### src/rtl/pong_pkg.sv
// Shared definitions for the paddle-game video blocks: FSM states, screen
// defaults, ball size and the one-bit direction flag.
package pong_pkg;

  typedef enum logic [1:0] {
    ST_IDLE = 2'd0,
    ST_PLAY = 2'd1,
    ST_MISS = 2'd2,
    ST_OVER = 2'd3
  } state_e;

  // DIR_POS moves toward larger row/column, DIR_NEG toward zero
  typedef enum logic {
    DIR_POS = 1'b0,
    DIR_NEG = 1'b1
  } dir_e;

  localparam int H_ACTIVE_DEF  = 640;
  localparam int V_ACTIVE_DEF  = 480;
  localparam int BALL_SIZE_DEF = 8;
  localparam int POS_W         = 16;

endpackage

### src/rtl/ball_motion_if.sv
// Frame-level control inputs and ball/game status outputs of ball_motion.
interface ball_motion_if;
  import pong_pkg::*;

  logic                     frame_tick;
  logic                     serve;
  logic                     paddle_hit;
  logic [POS_W-1:0]         ballrow;
  logic [POS_W-1:0]         ballcol;
  logic                     hit_pulse;
  logic                     miss_pulse;
  logic [1:0]               lives;
  logic                     game_over;
  state_e                   state;

  modport master (
    output frame_tick, serve, paddle_hit,
    input  ballrow, ballcol, hit_pulse, miss_pulse, lives, game_over, state
  );

  modport slave (
    input  frame_tick, serve, paddle_hit,
    output ballrow, ballcol, hit_pulse, miss_pulse, lives, game_over, state
  );

endinterface

### src/rtl/ball_axis.sv
// Single-axis step/reflect unit: next position and direction for one frame.
// bounce_i reverses a ball moving toward LIMIT; over_o flags a high-side overrun.
module ball_axis
  import pong_pkg::*;
#(
  parameter int LIMIT = 632
) (
  input  logic [POS_W-1:0] pos_i,
  input  dir_e             dir_i,
  input  logic [POS_W-1:0] speed_i,
  input  logic             bounce_i,
  output logic [POS_W-1:0] pos_o,
  output dir_e             dir_o,
  output logic             bounced_o,
  output logic             over_o
);

  logic [POS_W:0] sum;

  assign sum = {1'b0, pos_i} + {1'b0, speed_i};

  always_comb begin
    pos_o     = pos_i;
    dir_o     = dir_i;
    bounced_o = 1'b0;
    over_o    = 1'b0;
    if (dir_i == DIR_NEG) begin
      if (pos_i < speed_i) begin
        pos_o = '0;
        dir_o = DIR_POS;
      end else begin
        pos_o = pos_i - speed_i;
      end
    end else if (bounce_i) begin
      dir_o     = DIR_NEG;
      bounced_o = 1'b1;
      pos_o     = (pos_i < speed_i) ? '0 : pos_i - speed_i;
    end else if (sum > (POS_W+1)'(LIMIT)) begin
      // clamped to the wall; the row instance treats this as a miss instead
      over_o = 1'b1;
      pos_o  = POS_W'(LIMIT);
      dir_o  = DIR_NEG;
    end else begin
      pos_o = sum[POS_W-1:0];
    end
  end

endmodule

### src/rtl/ball_motion.sv
// Frame-rate ball kinematics and serve/miss/game-over sequencing.
// Optional BALL_SPEEDUP_EN: each paddle bounce raises speed by one up to SPEED_MAX.
module ball_motion
  import pong_pkg::*;
#(
  parameter int H_ACTIVE    = H_ACTIVE_DEF,
  parameter int V_ACTIVE    = V_ACTIVE_DEF,
  parameter int BALL_SIZE   = BALL_SIZE_DEF,
  parameter int START_ROW   = 236,
  parameter int START_COL   = 316,
  parameter int SPEED_INIT  = 2,
  parameter int SPEED_MAX   = 6,
  parameter int LIVES       = 3,
  parameter int MISS_FRAMES = 60
) (
  input  logic          clk,
  input  logic          rst,
  ball_motion_if.slave  bus
);

  localparam int COL_LIMIT   = H_ACTIVE - BALL_SIZE;
  localparam int ROW_LIMIT   = V_ACTIVE - BALL_SIZE;
  localparam int SPEED_START = (SPEED_INIT > SPEED_MAX) ? SPEED_MAX : SPEED_INIT;

  state_e           state_q, state_d;
  logic [POS_W-1:0] row_q, row_d, col_q, col_d;
  dir_e             dx_q, dx_d, dy_q, dy_d;
  logic [POS_W-1:0] speed_q, speed_d;
  logic [1:0]       lives_q, lives_d;
  logic [POS_W-1:0] miss_cnt_q, miss_cnt_d;
  logic             hit_pulse_q, hit_pulse_d;
  logic             miss_pulse_q, miss_pulse_d;
  logic             game_over_q, game_over_d;

  logic [POS_W-1:0] col_nxt, row_nxt;
  dir_e             dx_nxt, dy_nxt;
  logic             row_bounced, row_over;
  logic             col_bounced_unused, col_over_unused;
  logic             miss_done;

  ball_axis #(.LIMIT(COL_LIMIT)) u_col (
    .pos_i     (col_q),
    .dir_i     (dx_q),
    .speed_i   (speed_q),
    .bounce_i  (1'b0),
    .pos_o     (col_nxt),
    .dir_o     (dx_nxt),
    .bounced_o (col_bounced_unused),
    .over_o    (col_over_unused)
  );

  ball_axis #(.LIMIT(ROW_LIMIT)) u_row (
    .pos_i     (row_q),
    .dir_i     (dy_q),
    .speed_i   (speed_q),
    .bounce_i  (bus.paddle_hit),
    .pos_o     (row_nxt),
    .dir_o     (dy_nxt),
    .bounced_o (row_bounced),
    .over_o    (row_over)
  );

  assign miss_done = (miss_cnt_q == POS_W'(MISS_FRAMES - 1));

  always_ff @(posedge clk or posedge rst) begin
    if (rst) begin
      state_q <= ST_IDLE;
    end else begin
      state_q <= state_d;
    end
  end

  always_comb begin
    state_d = state_q;
    case (state_q)
      ST_IDLE: if (bus.serve) state_d = ST_PLAY;
      ST_PLAY: if (bus.frame_tick && row_over) state_d = ST_MISS;
      ST_MISS: if (bus.frame_tick && miss_done)
                 state_d = (lives_q == 2'd0) ? ST_OVER : ST_IDLE;
      ST_OVER: if (bus.serve) state_d = ST_IDLE;
      default: state_d = ST_IDLE;
    endcase
  end

  always_comb begin
    row_d        = row_q;
    col_d        = col_q;
    dx_d         = dx_q;
    dy_d         = dy_q;
    speed_d      = speed_q;
    lives_d      = lives_q;
    miss_cnt_d   = miss_cnt_q;
    hit_pulse_d  = 1'b0;
    miss_pulse_d = 1'b0;
    game_over_d  = (state_d == ST_OVER);
    case (state_q)
      ST_IDLE: begin
        row_d = POS_W'(START_ROW);
        col_d = POS_W'(START_COL);
        if (bus.serve) begin
          dx_d    = DIR_POS;
          dy_d    = DIR_NEG;
          speed_d = POS_W'(SPEED_START);
        end
      end
      ST_PLAY: begin
        if (bus.frame_tick) begin
          col_d = col_nxt;
          dx_d  = dx_nxt;
          if (row_over) begin
            // row is left where it was so the ball freezes at the bottom edge
            miss_pulse_d = 1'b1;
            lives_d      = lives_q - 2'd1;
            miss_cnt_d   = '0;
          end else begin
            row_d       = row_nxt;
            dy_d        = dy_nxt;
            hit_pulse_d = row_bounced;
`ifdef BALL_SPEEDUP_EN
            if (row_bounced)
              speed_d = (speed_q >= POS_W'(SPEED_MAX)) ? POS_W'(SPEED_MAX)
                                                       : speed_q + 1'b1;
`endif
          end
        end
      end
      ST_MISS: begin
        if (bus.frame_tick) begin
          if (miss_done) begin
            miss_cnt_d = '0;
            row_d      = POS_W'(START_ROW);
            col_d      = POS_W'(START_COL);
          end else begin
            miss_cnt_d = miss_cnt_q + 1'b1;
          end
        end
      end
      ST_OVER: begin
        row_d = POS_W'(START_ROW);
        col_d = POS_W'(START_COL);
        if (bus.serve) lives_d = 2'(LIVES);
      end
      default: ;
    endcase
  end

  always_ff @(posedge clk or posedge rst) begin
    if (rst) begin
      row_q        <= POS_W'(START_ROW);
      col_q        <= POS_W'(START_COL);
      dx_q         <= DIR_POS;
      dy_q         <= DIR_NEG;
      speed_q      <= POS_W'(SPEED_START);
      lives_q      <= 2'(LIVES);
      miss_cnt_q   <= '0;
      hit_pulse_q  <= 1'b0;
      miss_pulse_q <= 1'b0;
      game_over_q  <= 1'b0;
    end else begin
      row_q        <= row_d;
      col_q        <= col_d;
      dx_q         <= dx_d;
      dy_q         <= dy_d;
      speed_q      <= speed_d;
      lives_q      <= lives_d;
      miss_cnt_q   <= miss_cnt_d;
      hit_pulse_q  <= hit_pulse_d;
      miss_pulse_q <= miss_pulse_d;
      game_over_q  <= game_over_d;
    end
  end

  assign bus.ballrow    = row_q;
  assign bus.ballcol    = col_q;
  assign bus.hit_pulse  = hit_pulse_q;
  assign bus.miss_pulse = miss_pulse_q;
  assign bus.lives      = lives_q;
  assign bus.game_over  = game_over_q;
  assign bus.state      = state_q;

endmodule

### src/flat_wrapper.sv
// flat-port wrapper written by rule: the top's interface ports become plain ports
module ball_motion_flat import pong_pkg::*;
#(
  parameter int H_ACTIVE    = H_ACTIVE_DEF,
  parameter int V_ACTIVE    = V_ACTIVE_DEF,
  parameter int BALL_SIZE   = BALL_SIZE_DEF,
  parameter int START_ROW   = 236,
  parameter int START_COL   = 316,
  parameter int SPEED_INIT  = 2,
  parameter int SPEED_MAX   = 6,
  parameter int LIVES       = 3,
  parameter int MISS_FRAMES = 60
)
  (clk, rst, bus_frame_tick, bus_serve, bus_paddle_hit, bus_ballrow, bus_ballcol, bus_hit_pulse, bus_miss_pulse, bus_lives, bus_game_over, bus_state);
  ball_motion_if bus_i ();
  input  logic clk;
  input  logic rst;
  input wire logic [$bits(bus_i.frame_tick)-1:0] bus_frame_tick;
  input wire logic [$bits(bus_i.serve)-1:0] bus_serve;
  input wire logic [$bits(bus_i.paddle_hit)-1:0] bus_paddle_hit;
  output wire logic [$bits(bus_i.ballrow)-1:0] bus_ballrow;
  output wire logic [$bits(bus_i.ballcol)-1:0] bus_ballcol;
  output wire logic [$bits(bus_i.hit_pulse)-1:0] bus_hit_pulse;
  output wire logic [$bits(bus_i.miss_pulse)-1:0] bus_miss_pulse;
  output wire logic [$bits(bus_i.lives)-1:0] bus_lives;
  output wire logic [$bits(bus_i.game_over)-1:0] bus_game_over;
  output wire logic [$bits(bus_i.state)-1:0] bus_state;
  assign bus_i.frame_tick = bus_frame_tick;
  assign bus_i.serve = bus_serve;
  assign bus_i.paddle_hit = bus_paddle_hit;
  assign bus_ballrow = bus_i.ballrow;
  assign bus_ballcol = bus_i.ballcol;
  assign bus_hit_pulse = bus_i.hit_pulse;
  assign bus_miss_pulse = bus_i.miss_pulse;
  assign bus_lives = bus_i.lives;
  assign bus_game_over = bus_i.game_over;
  assign bus_state = bus_i.state;
  ball_motion #(.H_ACTIVE(H_ACTIVE), .V_ACTIVE(V_ACTIVE), .BALL_SIZE(BALL_SIZE), .START_ROW(START_ROW), .START_COL(START_COL), .SPEED_INIT(SPEED_INIT), .SPEED_MAX(SPEED_MAX), .LIVES(LIVES), .MISS_FRAMES(MISS_FRAMES)) u_core (.clk(clk), .rst(rst), .bus(bus_i));
endmodule
### config.mk
export PLATFORM = sky130hd
export DESIGN_NAME = ball_motion_flat
export DESIGN_NICKNAME = d
export VERILOG_FILES = /design/src/rtl/pong_pkg.sv /design/src/rtl/ball_motion_if.sv /design/src/rtl/ball_axis.sv /design/src/rtl/ball_motion.sv /design/src/flat_wrapper.sv
export SDC_FILE = /design/constraint.sdc
export NUM_CORES = 1
export LEC_CHECK = 0
export ABC_CLOCK_PERIOD_IN_PS = 2900
export CAP_MARGIN = 20
export CORE_MARGIN = 4
export CORE_UTILIZATION = 42
export CTS_CLUSTER_DIAMETER = 150
export CTS_CLUSTER_SIZE = 8
export DETAILED_ROUTE_END_ITERATION = 7
export GPL_TIMING_DRIVEN = 0
export PLACE_DENSITY = 0.71
export SYNTH_ARGS = -nofsm -noshare
export SYNTH_HDL_FRONTEND = slang
export SYNTH_SLANG_ARGS = --single-unit
export TNS_END_PERCENT = 1
### constraint.sdc
create_clock -name clk -period 2.9 [get_ports clk]
set_input_delay 0.58 -clock clk [delete_from_list [all_inputs] [get_ports clk]]
set_output_delay 0.58 -clock clk [all_outputs]
set_load 0.005 [all_outputs]
==> report_table.html <==
<table>
<tr><th>Metric</th><th>Value</th></tr>
<tr><th colspan="2">Outcome</th></tr>
<tr><td>Result of the run</td><td>finished, final reports clean</td></tr>
<tr><th colspan="2">STA</th></tr>
<tr><td>Final worst-path cycle share</td><td>0.9864</td></tr>
<tr><td>Setup skew after layout</td><td>10.27 ps</td></tr>
<tr><td>Max-slew violation count</td><td>0</td></tr>
<tr><td>Transition at the pin with the smallest max-transition slack</td><td>727.5 ps</td></tr>
<tr><td>Worst setup margin</td><td>39.44 ps</td></tr>
<tr><td>Crit path time final</td><td>2861 ps</td></tr>
<tr><td>Maximum clock frequency</td><td>0.3496 GHz</td></tr>
<tr><td>Setup repair after global routing missed its margin</td><td>yes</td></tr>
<tr><td>Hold Vio Cnt, Final</td><td>0</td></tr>
<tr><td>Endpoints failing setup</td><td>0</td></tr>
<tr><td>Rel. slew slack</td><td>0.5150</td></tr>
<tr><th colspan="2">Critical path</th></tr>
<tr><td>Kind of capture point of the worst setup path</td><td>flip-flop</td></tr>
<tr><td>Most frequent CP cell</td><td>sky130_fd_sc_hd__buf_4</td></tr>
<tr><td>Kind of launch point of the worst setup path</td><td>flip-flop</td></tr>
<tr><td>CP delay by family, top</td><td>compound AO/OA/AOI/OAI gates</td></tr>
<tr><td>Origin of the critical flop-to-flop path</td><td>u_core.bus.ballrow[7]</td></tr>
<tr><td>Largest fanout on the critical path</td><td>9</td></tr>
<tr><td>Worst stage delay on the critical path</td><td>680 ps</td></tr>
<tr><td>Worst path buffer plus inverter count</td><td>3</td></tr>
<tr><td>Register-to-register setup slack</td><td>40 ps</td></tr>
<tr><td>Setup CP Type</td><td>reg -&gt; reg</td></tr>
<tr><td>Reg2reg path depth</td><td>9</td></tr>
<tr><td>Endpoint arrival time on the critical path</td><td>3070 ps</td></tr>
<tr><td>Critical path cell sequence</td><td>inv_2 &gt; or4_1 &gt; a32o_2 &gt; o21a_4 &gt; a211oi_4 &gt; buf_4 &gt; buf_4 &gt; a2bb2oi_1 &gt; o21ai_1</td></tr>
<tr><td>RR Endpoint</td><td>u_core.miss_cnt_q[8]</td></tr>
<tr><td>Slowest stage cell on the critical path</td><td>sky130_fd_sc_hd__dfstp_2</td></tr>
<tr><td>CP required</td><td>3110 ps</td></tr>
<tr><th colspan="2">Placed design</th></tr>
<tr><td>Worst slack after detailed placement</td><td>-562.6 ps</td></tr>
<tr><td>Routability cong.</td><td>0.9312</td></tr>
<tr><td>DP Cell Count</td><td>720</td></tr>
<tr><td>HPWL after detailed placement</td><td>9.051 mm</td></tr>
<tr><td>Count of buffers from port buffering</td><td>41</td></tr>
<tr><th colspan="2">Power</th></tr>
<tr><td>Psw</td><td>1.466 mW</td></tr>
<tr><td>VDD IR max</td><td>0.0004142 V</td></tr>
<tr><td>Sequential group share of total power</td><td>0.335</td></tr>
<tr><td>Power density of the placed cells</td><td>650.4 nW/µm²</td></tr>
<tr><td>P_int</td><td>1.974 mW</td></tr>
<tr><td>Switching fraction of total power</td><td>0.4261</td></tr>
<tr><td>Pwr Total</td><td>3.440 mW</td></tr>
<tr><td>Clock power share</td><td>0.151</td></tr>
<tr><td>Combinational cell fraction of total power</td><td>0.514</td></tr>
<tr><td>Lkg Pwr</td><td>2.048 nW</td></tr>
<tr><th colspan="2">Global route</th></tr>
<tr><td>Initial antenna violation count</td><td>0</td></tr>
<tr><td>Maximum number of pins on one net before global-route repair</td><td>33</td></tr>
<tr><td>Global router's overall resource usage</td><td>0.2138</td></tr>
<tr><td>Wire length of the first global-routing pass</td><td>20.82 mm</td></tr>
<tr><td>Overall overflow remaining after global route</td><td>0</td></tr>
<tr><td>Number of global-route vias before repair</td><td>4215</td></tr>
<tr><th colspan="2">Final layout</th></tr>
<tr><td>Number of fill cells</td><td>926</td></tr>
<tr><td>Fraction of layout cells with a size suffix above 1</td><td>0.1578</td></tr>
<tr><td>Most frequent cells in the layout</td><td>sky130_fd_sc_hd__nand2_1, sky130_fd_sc_hd__nor2_1, sky130_fd_sc_hd__clkdlybuf4s50_1, sky130_fd_sc_hd__dfrtp_1, sky130_fd_sc_hd__o21ai_0</td></tr>
<tr><td>Inserted Diodes</td><td>0</td></tr>
<tr><td>Cell Count, Final, Fillers Out</td><td>735</td></tr>
<tr><td>Leading cell type in the layout, fill and taps excluded</td><td>sky130_fd_sc_hd__nand2_1</td></tr>
<tr><td>Final-stage net count</td><td>616</td></tr>
<tr><td>Area Growth Syn to Fin</td><td>22.56%</td></tr>
<tr><th colspan="2">Clocking</th></tr>
<tr><td>Maximum clock insertion buffer count</td><td>2</td></tr>
<tr><td>Clock buffer count from CTS</td><td>5</td></tr>
<tr><td>Clk_lat worst skew</td><td>320 ps</td></tr>
<tr><td>Clock sink count</td><td>56</td></tr>
<tr><td>TritonCTS clock tree</td><td>built</td></tr>
<tr><td>Clock tree root driver cell</td><td>sky130_fd_sc_hd__clkbuf_8</td></tr>
<tr><td>Hold-fix buffers at CTS</td><td>0</td></tr>
<tr><td>Maximum level of the CTS H-tree</td><td>2</td></tr>
<tr><td>Clock Pin Slew Worst Setup and Hold Paths</td><td>110 ps</td></tr>
<tr><th colspan="2">Min path</th></tr>
<tr><td>Hold Crit Endpoint</td><td>u_core.bus.ballcol[15]</td></tr>
<tr><td>Worst min path class</td><td>reg -&gt; reg</td></tr>
<tr><td>Cell count of the worst hold path</td><td>1</td></tr>
<tr><td>Start point of the worst hold path</td><td>u_core.bus.ballcol[15]</td></tr>
<tr><th colspan="2">Logic synthesis</th></tr>
<tr><td>Cell area after technology mapping</td><td>4315 µm²</td></tr>
<tr><td>Flop and latch count out of synthesis</td><td>56</td></tr>
<tr><td>Number of flops mapped to enable cells by yosys</td><td>0</td></tr>
<tr><td>Most used flip-flop cell after synthesis</td><td>sky130_fd_sc_hd__dfrtp_1</td></tr>
<tr><td>Async set or reset register ratio after synthesis</td><td>1.000</td></tr>
<tr><td>Yosys cell types</td><td>74</td></tr>
<tr><td>Number of warning messages in the yosys log</td><td>0</td></tr>
<tr><td>Seq/Total Area, Yosys</td><td>0.3285</td></tr>
<tr><td>Post-Synthesis Cells</td><td>543</td></tr>
<tr><td>Syn_nets</td><td>558</td></tr>
<tr><td>Avg Synthesized Cell Area</td><td>7.947 µm²</td></tr>
<tr><th colspan="2">Routing</th></tr>
<tr><td>Drc violations</td><td>0</td></tr>
<tr><td>Post-detailed-route via-to-cell ratio</td><td>6.156</td></tr>
<tr><td>Detailed Route WL</td><td>12.76 mm</td></tr>
<tr><td>First-pass detailed-route iteration total</td><td>5</td></tr>
<tr><td>Drt initial violations</td><td>338</td></tr>
<tr><td>Number of nets with antenna violations after detailed routing</td><td>0</td></tr>
<tr><td>WL per Instance</td><td>17.36 µm</td></tr>
<tr><td>Vias after detailed routing</td><td>4525</td></tr>
<tr><th colspan="2">Floorplanning</th></tr>
<tr><td>I/O pin total</td><td>44</td></tr>
<tr><td>Placeable core region</td><td>9910 µm²</td></tr>
<tr><td>Site row count</td><td>36</td></tr>
<tr><td>Die outline width</td><td>109.4 µm</td></tr>
<tr><td>Initial Utilization</td><td>0.4355</td></tr>
<tr><td>Total Die Area</td><td>11960 µm²</td></tr>
<tr><td>Height of the die</td><td>109.4 µm</td></tr>
<tr><th colspan="2">Run</th></tr>
<tr><td>Max_cap viols</td><td>0</td></tr>
</table>
power groups by stage:
stage	logic [mW]	clock network (mW)	registers (mW)
after global routing	1.93	0.571	1.18
final	1.77	0.520	1.15
after global placement	1.59	0	1.11
after detailed placement	1.62	0	1.12
after CTS	1.67	0.538	1.11
after floorplan	1.13	0	1.08
logic make-up (layout without fill, tap and decap cells):
kind of cell | after synthesis | count (layout) | share of synthesized area
fa+ha+maj | 10 | 10 | 0.02899
other cells | 1 | 1 | 0.0008690
xor+xnor | 11 | 11 | 0.02233
flops | 56 | 56 | 0.3285
mux | 5 | 5 | 0.01218
simple gates | 209 | 209 | 0.2436
buf+inv | 65 | 124 | 0.05972
compound gates | 186 | 186 | 0.3039
flip-flops by register name (all words and copies together), names as in the netlist:
name and flops:
u_core.bus.hit_pulse 1, u_core.bus.ballcol 15, u_core.bus.game_over 1, u_core.bus.state 2
u_core.miss_cnt_q 16, u_core.bus.lives 2, u_core.bus.ballrow 16, u_core.dx_q 1
u_core.dy_q 1, u_core.bus.miss_pulse 1
worst reg2reg max path: stages, from the launching register on:
cell and delay, ps:
sky130_fd_sc_hd__dfstp_2 680, sky130_fd_sc_hd__inv_2 110, sky130_fd_sc_hd__or4_1 520, sky130_fd_sc_hd__a32o_2 310, sky130_fd_sc_hd__o21a_4 250, sky130_fd_sc_hd__a211oi_4 310, sky130_fd_sc_hd__buf_4 190, sky130_fd_sc_hd__buf_4 120
sky130_fd_sc_hd__a2bb2oi_1 190, sky130_fd_sc_hd__o21ai_1 80
layout make-up:
class	count	area (µm²)	share of cell area
plain buffers	30	151.4	0.02863
clock buffers	5	68.82	0.01301
clock inverters	3	42.54	0.008044
inverters	27	101.3	0.01916
multi-input cells	422	2784	0.5264
flip-flops and latches	56	1424	0.2692
well taps	133	166.4	0.03146
repair buffers	59	550.5	0.1041
cells in the mapped netlist, types with 3 or more instances:
cell type / number / share of area
sky130_fd_sc_hd__o22ai_1: 9 / 0.013
sky130_fd_sc_hd__o21ai_0: 37 / 0.043
sky130_fd_sc_hd__and3_1: 12 / 0.017
sky130_fd_sc_hd__nor3_1: 16 / 0.019
sky130_fd_sc_hd__a211oi_1: 5 / 0.0087
sky130_fd_sc_hd__clkbuf_1: 27 / 0.023
sky130_fd_sc_hd__dfrtp_1: 43 / 0.25
sky130_fd_sc_hd__ha_1: 10 / 0.029
sky130_fd_sc_hd__nand2_1: 64 / 0.056
sky130_fd_sc_hd__a21oi_1: 26 / 0.030
sky130_fd_sc_hd__a21boi_0: 4 / 0.0070
sky130_fd_sc_hd__o221ai_1: 3 / 0.0061
sky130_fd_sc_hd__o2bb2ai_1: 7 / 0.014
sky130_fd_sc_hd__o41ai_1: 3 / 0.0061
sky130_fd_sc_hd__o31ai_1: 7 / 0.012
sky130_fd_sc_hd__nand4_1: 13 / 0.019
sky130_fd_sc_hd__or2_2: 6 / 0.0087
sky130_fd_sc_hd__nor3b_1: 3 / 0.0052
sky130_fd_sc_hd__a22o_1: 3 / 0.0061
sky130_fd_sc_hd__nand2b_1: 8 / 0.012
sky130_fd_sc_hd__a31oi_1: 17 / 0.025
sky130_fd_sc_hd__a2bb2oi_1: 5 / 0.010
sky130_fd_sc_hd__a22oi_1: 7 / 0.012
sky130_fd_sc_hd__inv_1: 26 / 0.023
sky130_fd_sc_hd__and4_1: 3 / 0.0061
sky130_fd_sc_hd__buf_2: 5 / 0.0058
sky130_fd_sc_hd__nor2_1: 42 / 0.037
sky130_fd_sc_hd__dfstp_2: 13 / 0.079
sky130_fd_sc_hd__o22a_1: 3 / 0.0061
sky130_fd_sc_hd__a21o_1: 8 / 0.014
sky130_fd_sc_hd__o21a_1: 4 / 0.0070
sky130_fd_sc_hd__xnor2_1: 9 / 0.018
sky130_fd_sc_hd__nand3_1: 15 / 0.017
sky130_fd_sc_hd__or3_1: 8 / 0.012
sky130_fd_sc_hd__mux2i_1: 3 / 0.0070
sky130_fd_sc_hd__o211ai_1: 8 / 0.014
sky130_fd_sc_hd__buf_1: 4 / 0.0035
sky130_fd_sc_hd__nor4_1: 8 / 0.012
timing repair:
item	in CTS	in global routing
endpoints found under the setup margin	45	46
cloned	0	1
resized for setup	19	28
pin swaps	5	11
setup buffers	6	8
worst max-delay path by stage:
stage	cells past startpoint	startpoint	to	slack [ps]
finish	9	u_core.bus.ballrow[7]	u_core.miss_cnt_q[8]	40
global route	9	u_core.bus.ballcol[2]	u_core.bus.ballcol[1]	-60
CTS	12	u_core.bus.ballrow[2]	u_core.miss_cnt_q[8]	-20
detailed placement	10	u_core.bus.ballrow[1]	u_core.bus.ballrow[1]	-560
global placement	10	u_core.bus.ballrow[1]	u_core.bus.ballrow[1]	-530
floorplan	9	u_core.bus.ballrow[2]	u_core.miss_cnt_q[11]	20
per-layer routing:
metal	track usage	wire, µm	up-vias
met1	0.3066	5877	2174
met3	0.03347	762	26
li1	-	-	2145
met4	0.06589	271	0
met5	0	0	-
met2	0.3317	5849	180
through the flow:
stage,instance area (µm²),utilization,hold slack [ps],setup TNS [ps]
after floorplan,4315,-,471.3,0
after global placement,4892,0.4937,493.1,-18460
after detailed placement,4922,0.4967,500.5,-12470
after CTS,5151,0.5198,524.5,-27.63
after global routing,5289,0.5337,541.9,-353.7
final,5289,0.5337,525.2,0
Power figures use the tool's default switching activity.
